File: src/rtl/vga_timing_gen.sv
// VGA raster timing: pixel-strobe divider, h/v position counters, and sync,
// blanking and start-of-line/frame flags aligned with the current position.
module vga_timing_gen #(
  parameter int H_DISPLAY = 640,
  parameter int H_FRONT   = 16,
  parameter int H_SYNC    = 96,
  parameter int H_BACK    = 48,
  parameter int V_DISPLAY = 480,
  parameter int V_FRONT   = 10,
  parameter int V_SYNC    = 2,
  parameter int V_BACK    = 33,
  parameter int HSYNC_POL = 0,
  parameter int VSYNC_POL = 0,
  parameter int CLK_DIV   = 1,
  parameter int CNT_W     = 11
) (
  input  logic             clk,
  input  logic             reset,
  input  logic             run,
  output logic             pix_en,
  output logic [CNT_W-1:0] hpos,
  output logic [CNT_W-1:0] vpos,
  output logic             hsync,
  output logic             vsync,
  output logic             display_on,
  output logic             vblank,
  output logic             line_start,
  output logic             frame_start,
  output logic [7:0]       frame_cnt
);

  localparam int H_TOTAL = H_DISPLAY + H_FRONT + H_SYNC + H_BACK;
  localparam int V_TOTAL = V_DISPLAY + V_FRONT + V_SYNC + V_BACK;
  localparam int DIV_W   = (CLK_DIV > 1) ? $clog2(CLK_DIV) : 1;

  localparam logic [DIV_W-1:0] DIV_LAST = DIV_W'(CLK_DIV - 1);
  localparam logic [CNT_W-1:0] H_LAST   = CNT_W'(H_TOTAL - 1);
  localparam logic [CNT_W-1:0] V_LAST   = CNT_W'(V_TOTAL - 1);
  localparam logic [CNT_W-1:0] H_ACT    = CNT_W'(H_DISPLAY);
  localparam logic [CNT_W-1:0] V_ACT    = CNT_W'(V_DISPLAY);

  // Index 0 is the horizontal axis, index 1 the vertical axis.
  localparam logic [1:0][CNT_W-1:0] SYNC_BEG = {CNT_W'(V_DISPLAY + V_FRONT),
                                                CNT_W'(H_DISPLAY + H_FRONT)};
  localparam logic [1:0][CNT_W-1:0] SYNC_END = {CNT_W'(V_DISPLAY + V_FRONT + V_SYNC),
                                                CNT_W'(H_DISPLAY + H_FRONT + H_SYNC)};
  localparam logic [1:0]            SYNC_ON  = {1'(VSYNC_POL), 1'(HSYNC_POL)};

  logic [DIV_W-1:0]      div_reg;
  logic [CNT_W-1:0]      hpos_reg, vpos_reg;
  logic [CNT_W-1:0]      h_next, v_next;
  logic [1:0][CNT_W-1:0] pos_next;
  logic [1:0]            sync_win;
  logic [1:0]            sync_reg;
  logic                  display_on_reg, vblank_reg;
  logic                  line_flag_reg, frame_flag_reg;
  logic [7:0]            frame_cnt_reg;
  logic                  frame_wrap;

  assign pix_en = run & ~reset & (div_reg == DIV_LAST);

  always_comb begin
    h_next     = hpos_reg;
    v_next     = vpos_reg;
    frame_wrap = 1'b0;
    if (pix_en) begin
      if (hpos_reg == H_LAST) begin
        h_next = '0;
        if (vpos_reg == V_LAST) begin
          v_next     = '0;
          frame_wrap = 1'b1;
        end else begin
          v_next = vpos_reg + CNT_W'(1);
        end
      end else begin
        h_next = hpos_reg + CNT_W'(1);
      end
    end
  end

  assign pos_next = {v_next, h_next};

  // Decode from the next position so the registered flags line up with hpos/vpos.
  genvar gi;
  generate
    for (gi = 0; gi < 2; gi++) begin : g_sync
      assign sync_win[gi] = (pos_next[gi] >= SYNC_BEG[gi]) && (pos_next[gi] < SYNC_END[gi]);
    end
  endgenerate

  always_ff @(posedge clk) begin
    if (reset) begin
      div_reg        <= '0;
      hpos_reg       <= H_LAST;
      vpos_reg       <= V_LAST;
      sync_reg       <= ~SYNC_ON;
      display_on_reg <= 1'b0;
      vblank_reg     <= 1'b1;
      line_flag_reg  <= 1'b0;
      frame_flag_reg <= 1'b0;
      frame_cnt_reg  <= '0;
    end else begin
      if (run) begin
        div_reg <= (div_reg == DIV_LAST) ? '0 : div_reg + DIV_W'(1);
      end
      hpos_reg       <= h_next;
      vpos_reg       <= v_next;
      sync_reg       <= sync_win ~^ SYNC_ON;
      display_on_reg <= (h_next < H_ACT) && (v_next < V_ACT);
      vblank_reg     <= (v_next >= V_ACT);
      line_flag_reg  <= (h_next == '0);
      frame_flag_reg <= (h_next == '0) && (v_next == '0);
      if (frame_wrap) begin
        frame_cnt_reg <= frame_cnt_reg + 8'd1;
      end
    end
  end

  // Position flags are held for the whole pixel; qualifying with the strobe
  // yields one clk per pixel and drops the pulses while frozen.
  assign line_start  = line_flag_reg & pix_en;
  assign frame_start = frame_flag_reg & pix_en;

  assign hpos       = hpos_reg;
  assign vpos       = vpos_reg;
  assign hsync      = sync_reg[0];
  assign vsync      = sync_reg[1];
  assign display_on = display_on_reg;
  assign vblank     = vblank_reg;
  assign frame_cnt  = frame_cnt_reg;

endmodule

File: config.mk
export PLATFORM = sky130hd
export DESIGN_NAME = vga_timing_gen
export DESIGN_NICKNAME = d
export VERILOG_FILES = /design/src/rtl/vga_timing_gen.sv
export SDC_FILE = /design/constraint.sdc
export NUM_CORES = 1
export LEC_CHECK = 0
export BUFFER_PORTS_ARGS = -buffer_cell sky130_fd_sc_hd__buf_4
export CORE_ASPECT_RATIO = 0.5
export CORE_MARGIN = 1.5
export CORE_UTILIZATION = 25
export CTS_CLUSTER_DIAMETER = 120
export DETAILED_ROUTE_END_ITERATION = 10
export GPL_ROUTABILITY_DRIVEN = 0
export PLACE_DENSITY_LB_ADDON = 0.3
export SLEW_MARGIN = 10
export SYNTH_ARGS = -nofsm -noshare
export SYNTH_HDL_FRONTEND = slang
export SYNTH_SLANG_ARGS = --single-unit
File: constraint.sdc
create_clock -name clk -period 2.7 [get_ports clk]
set_input_delay 0.54 -clock clk [delete_from_list [all_inputs] [get_ports clk]]
set_output_delay 0.54 -clock clk [all_outputs]
set_load 0.03 [all_outputs]
==> qor.yml, run 1 <==
setup_path:
  max_stage_delay_ns: 0.35
  start_kind: "flop"
  path_class: "flop to flop"
  slowest_stage: "or3_1"
  crit_path_frequent_cell: "buf_4"
  worstPathArrival_ns: 2.66
  path_buf_inv: 2
  path_max_fanout: 12
  crit_chain: "ha_1 > nand4b_1 > buf_4 > nor4_4 > buf_4 > nand2_1 > nor4_1 > nor3_1 > or3_1"
  endpoint_kind: "flop"
  critical-path-top-delay-family: "simple AND/OR/NAND/NOR gates"
  critPathRequiredTime_ns: 2.86
run:
  cap_violations: 0
power_and_ir_drop:
  switching_share_pct: 30.26
  power.share.sequential_pct: 35.4
  comb_power_share_pct: 26.0
  internal_power_mw: 1.162
  ir_drop_mv: 0.1959
  p_sw_mw: 0.5041
  p_clk_share_pct: 38.6
  p_total_mw: 1.666
  p_leak_nw: 1.047
  power.density_nw_per_um2: 613.3
yosys:
  yosysMostFrequentCell: "dfxtp_1"
  synth_fa_ha_area_share_pct: 2.372
  synth_common_cells: "dfxtp_1, nor2_1, nand2_1"
  synth_compound_area_share_pct: 15.54
  synth_xor_area_share_pct: 8.304
  synth_cells: 264
  yosysTopAreaCellShare_pct: 34.16
  synth-simple-area-share_pct: 32.09
  yosys-top-cells-area: "dfxtp_1, nor2_1, nand2_1, xnor2_1, xor2_1"
  seq_area_frac_synth_pct: 34.16
  synth_edf_count: 0
  synth_top_family_by_area: "simple AND/OR/NAND/NOR gates"
  async_reset_ff_share_pct: 0
  syn-num-nets: 271
  ys_ff_latch: 36
  synth-main-ff-cell: "dfxtp_1"
  synth_top_cell_by_area: "dfxtp_1"
  synthMuxAreaShare_pct: 1.423
  synth.distinct_cells: 53
  syn_area_per_cell_um2: 7.991
  netlist_area_um2: 2110
  yosys_warnings: 0
die:
  fp.dieArea_um2: 9032
  rows: 23
  die_w_um: 132.9
  coreArea_um2: 8087
  ios: 40
  die_y_um: 67.96
  start_util_pct: 26.09
worst_hold_path:
  hp-class: "flop to flop"
timing:
  drv_slew: 0
  tightestPinTransition_ns: 0.4763
  slew_headroom_pct: 68.00
  finClkSkew_ns: 0.003069
  finalSetupViolations: 0
  post-route-min-period_ns: 2.501
  rsz0062_at_grt: "no"
  fin_setup_tns_ns: 0
  min_period_over_period_pct: 92.61
  finalHoldViolations: 0
  fmax_mhz: 399.9
clock_network:
  hold_buffers: 0
  post_cts_buffers: 0
  htree_levels: 2
  cts_resized: 0
  cts_tree: "yes"
  clock_path_buffers: 2
  clk_pin_slew_ns: 0.05
  clk-insertion-delay-late_ns: 0.27
  clock-root-buffer: "clkbuf_16"
  numCtsBuffers: 5
  cts_sinks: 36
grt:
  grt_usage_pct: 12.26
  grt_pass1_wl_um: 8901
  grt_pass1_vias: 1901
  grt_max_degree: 29
  overflow: 0
  antenna_found_initial: 0
placement:
  dpl.cell_count: 408
  io_buffers: 39
  dp_hpwl_um: 4062
  postPlaceCellArea_um2: 2545
layout:
  antenna_cells: 0
  post-route-util_pct: 33.59
  fin_nets: 311
  area_growth_pct: 28.77
  final_cell_area_um2: 2716
  drive_gt1_share_pct: 21.97
  final_cells: 417
drt:
  vias: 2028
  avgViaCountPerCell: 4.863
  firstDrtPassIters: 4
  drc: 0
  ant_nets: 0
  drtIter0Drc: 156
  routed_wl_um: 5486
  routedWlPerCell_um: 13.16
status:
  status: "finished clean"
==> power by group through the flow <==
stage,clock network (mW),logic [mW],registers [mW]
final,0.643,0.433,0.590
after detailed placement,0,0.429,0.601
after CTS,0.662,0.431,0.590
after floorplan,0,0.254,0.651
after global placement,0,0.429,0.599
after global routing,0.697,0.471,0.595
==> metal layers <==
| layer | global-route usage [%] | share of wire, % | up-vias |
|---|---|---|---|
| met5 | 0 | 0 | - |
| met4 | 2.473 | 0.80 | 0 |
| met2 | 21.74 | 47 | 25 |
| li1 | - | - | 1021 |
| met3 | 3.259 | 2.6 | 4 |
| met1 | 15.32 | 50 | 978 |
==> stage by stage <==
stage	hold slack [ns]	setup slack (ns)
global route	0.5594	0.03555
global placement	0.4995	0.1536
finish	0.5257	0.1995
CTS	0.5266	0.1648
floorplan	0.6332	0.09595
detailed placement	0.5169	0.1384
==> logic make-up after synthesis <==
kind of cell,after synthesis
AND/OR/NAND/NOR,124
AO/OA/AOI/OAI,48
flip-flops,36
buffers and inverters,29
XOR/XNOR,20
adder cells (fa/ha/maj),4
multiplexers,3
==> worst register-to-register path: cells and delay by family, from the launching register on <==
family / cells / cell delay [ns]
adder cells (fa/ha/maj): 1 / 0.30
buffers and inverters: 2 / 0.42
flip-flops: 1 / 0.34
AND/OR/NAND/NOR: 6 / 1.33
==> final timing paths <==
check / cells past startpoint / slack (ns) / start / end
max: 9 / 0.20 / hpos[1] / vblank
min: 2 / 0.53 / frame_cnt[7] / frame_cnt[7]
max reg2reg: 9 / 0.20 / hpos[1] / vblank
min reg2reg: 2 / 0.53 / frame_cnt[7] / frame_cnt[7]
==> layout make-up <==
cell class | instances | area [µm²]
Inverter | 9 | 33.78
Clock inverter | 2 | 35.03
Clock buffer | 6 | 128.9
Sequential cell | 36 | 720.7
Multi-Input combinational cell | 199 | 1260
Timing Repair Buffer | 53 | 397.9
Fill cell | 831 | 5370
Tap cell | 112 | 140.1
==> cells in the final DEF (no fill, tap or decap), types with 3 or more instances in the layout <==
cell type  count
xnor2_1       11
o211ai_1       3
ha_1           4
dfxtp_1       36
a21oi_1       12
nor2_1        29
and2_1         3
nand2_1       28
or3_1          4
clkbuf_16      5
or4_1          3
nand4_1        9
nor2b_1        3
o21ai_1        3
o21ai_0       12
nor4_1         4
nand4b_1       3
inv_1          8
nor3_1        11
xor2_1         9
mux2i_1        3
nand3_1       11
buf_4         53
No activity file was read; power rests on OpenSTA's default activity.
==> inputs of run 2 (changes only) <==
Settings changed: CORE_UTILIZATION 25 to 55, SLEW_MARGIN 10 to default.
==> qor.yml, run 2 (same netlist as run 1, synthesis figures left out) <==
setup_path:
  start_kind: "flop"  # unchanged
  endpoint_kind: "flop"  # unchanged
  critical-path-top-delay-family: "simple AND/OR/NAND/NOR gates"  # unchanged
  max_stage_delay_ns: 0.58  # was 0.35 ns
  path_buf_inv: 0  # was 2
  path_class: "flop to flop"  # unchanged
  slowest_stage: "or4_4"  # was or3_1
  critPathRequiredTime_ns: 2.87  # was 2.86 ns
  worstPathArrival_ns: 2.74  # was 2.66 ns
  crit_chain: "or4_4 > nor4_4 > nand4_2 > o41ai_4 > nor3_1 > or3_1"  # was ha_1 > nand4b_1 > buf_4 > nor4_4 > buf_4 > nand2_1 > nor4_1 > nor3_1 > or3_1
  path_max_fanout: 6  # was 12
clock_network:
  clk_pin_slew_ns: 0.07  # was 0.05 ns
  numCtsBuffers: 5  # unchanged
  cts_tree: "yes"  # unchanged
  clock_path_buffers: 2  # unchanged
  htree_levels: 2  # unchanged
  cts_sinks: 36  # unchanged
  clock-root-buffer: "clkbuf_8"  # was clkbuf_16
  clk-insertion-delay-late_ns: 0.29  # was 0.27 ns
drt:
  routedWlPerCell_um: 15.21  # was 13.16 µm
  avgViaCountPerCell: 5.978  # was 4.863
  vias: 2128  # was 2028
  drtIter0Drc: 106  # was 156
  ant_nets: 0  # unchanged
  routed_wl_um: 5413  # was 5486 µm
  drc: 0  # unchanged
  firstDrtPassIters: 5  # was 4
grt:
  grt_pass1_vias: 1914  # was 1901
  grt_pass1_wl_um: 8735  # was 8901 µm
  antenna_found_initial: 0  # unchanged
  overflow: 0  # unchanged
  grt_max_degree: 29  # unchanged
  grt_usage_pct: 26.62  # was 12.26%
power_and_ir_drop:
  ir_drop_mv: 0.2715  # was 0.1959 mV
  p_leak_nw: 1.021  # was 1.047 nW
  p_clk_share_pct: 28.0  # was 38.6%
  switching_share_pct: 34.36  # was 30.26%
  power.share.sequential_pct: 41.9  # was 35.4%
  p_sw_mw: 0.4896  # was 0.5041 mW
  power.density_nw_per_um2: 549.9  # was 613.3 nW/µm²
  internal_power_mw: 0.9353  # was 1.162 mW
  comb_power_share_pct: 30.1  # was 26.0%
layout:
  antenna_cells: 0  # unchanged
  final_common_cell: "buf_4"  # unchanged
  fin_nets: 311  # unchanged
  fillCellCount: 275  # was 831
  area_growth_pct: 22.84  # was 28.77%
  drive_gt1_share_pct: 22.30  # was 21.97%
  seqCellArea_um2: 720.7  # unchanged
  layout_common_cells: "buf_4, dfxtp_1, nor2_1, nand2_1"  # unchanged
  multi_input_area_um2: 1285  # was 1260 µm²
timing:
  whs_ns: 0.5250  # was 0.5257 ns
  rsz0062_at_grt: "no"  # unchanged
  min_period_over_period_pct: 95.35  # was 92.61%
  finalSetupViolations: 0  # unchanged
  finalHoldViolations: 0  # unchanged
  fmax_mhz: 388.4  # was 399.9 MHz
  drv_slew: 0  # unchanged
  slew_headroom_pct: 69.07  # was 68.00%
  fin_setup_tns_ns: 0  # unchanged
  tightestPinTransition_ns: 0.4604  # was 0.4763 ns
  post-route-min-period_ns: 2.574  # was 2.501 ns
  finClkSkew_ns: 0.002243  # was 0.003069 ns
die:
  die_y_um: 46.79  # was 67.96 µm
  start_util_pct: 59.47  # was 26.09%
  ios: 40  # unchanged
  fp.dieArea_um2: 4238  # was 9032 µm²
  rows: 15  # was 23
  die_w_um: 90.59  # was 132.9 µm
  coreArea_um2: 3547  # was 8087 µm²
placement:
  dp_hpwl_um: 3833  # was 4062 µm
  io_buffers: 39  # unchanged
status:
  status: "finished clean"  # unchanged
run:
  cap_violations: 0  # unchanged
worst_hold_path:
  hp-class: "flop to flop"  # unchanged
[run 2: final cells by class]
type | count | share of cell area, %
Multi-Input combinational cell | 199 | 49.59
Sequential cell | 36 | 27.81
Timing Repair Buffer | 53 | 15.35
Clock buffer | 8 | 3.477
Tap cell | 51 | 2.463
Inverter | 9 | 1.304
[run 2: stage by stage]
| step | std cells | power [mW] | area [µm²] | utilization [%] | setup slack, ns |
|---|---|---|---|---|---|
| global placement | 346 | 1.010 | 2461 | 69.38 | 0.1607 |
| finish | 356 | 1.425 | 2591 | 73.05 | 0.1256 |
| CTS | 354 | 1.411 | 2551 | 71.92 | 0.03622 |
| detailed placement | 346 | 1.020 | 2461 | 69.38 | 0.05055 |
| global route | 356 | 1.488 | 2591 | 73.05 | 0.01048 |
| floorplan | 264 | 0.9050 | 2110 | - | 0.09595 |
[run 2: final timing paths]
| path | cells past startpoint | endpoint | slack, ns | from |
|---|---|---|---|---|
| setup / recovery | 6 | vblank | 0.13 | hpos[7] |
| hold / removal | 2 | frame_cnt[5] | 0.52 | frame_cnt[5] |
| setup reg to reg | 6 | vblank | 0.13 | hpos[7] |
| hold reg to reg | 2 | frame_cnt[5] | 0.52 | frame_cnt[5] |
[run 2: power by group through the flow]
stage | registers, mW | clock network [mW] | logic, mW
finish | 0.597 | 0.398 | 0.429
global route | 0.602 | 0.424 | 0.462
CTS | 0.596 | 0.398 | 0.417
detailed placement | 0.608 | 0 | 0.412
global placement | 0.606 | 0 | 0.404
floorplan | 0.651 | 0 | 0.254
[run 2: per-layer routing]
metal  global-route usage [%]  routed length (µm)
met2                    47.37                2548
met4                    10.79                  70
met1                    32.44                2328
met5                        0                   0
met3                    6.958                 465
[run 2: worst reg2reg max path, cell delays in order (launching register included)]
cell and delay [ns]:
dfxtp_1 0.36, or4_4 0.59, nor4_4 0.35, nand4_2 0.25
o41ai_4 0.36, nor3_1 0.16, or3_1 0.38
[run 2: what timing repair did]
item,4_1_cts,5_1_grt
resized for setup,0,3
setup buffers,0,2
endpoints found under the setup margin,0,3
hold buffers,0,0
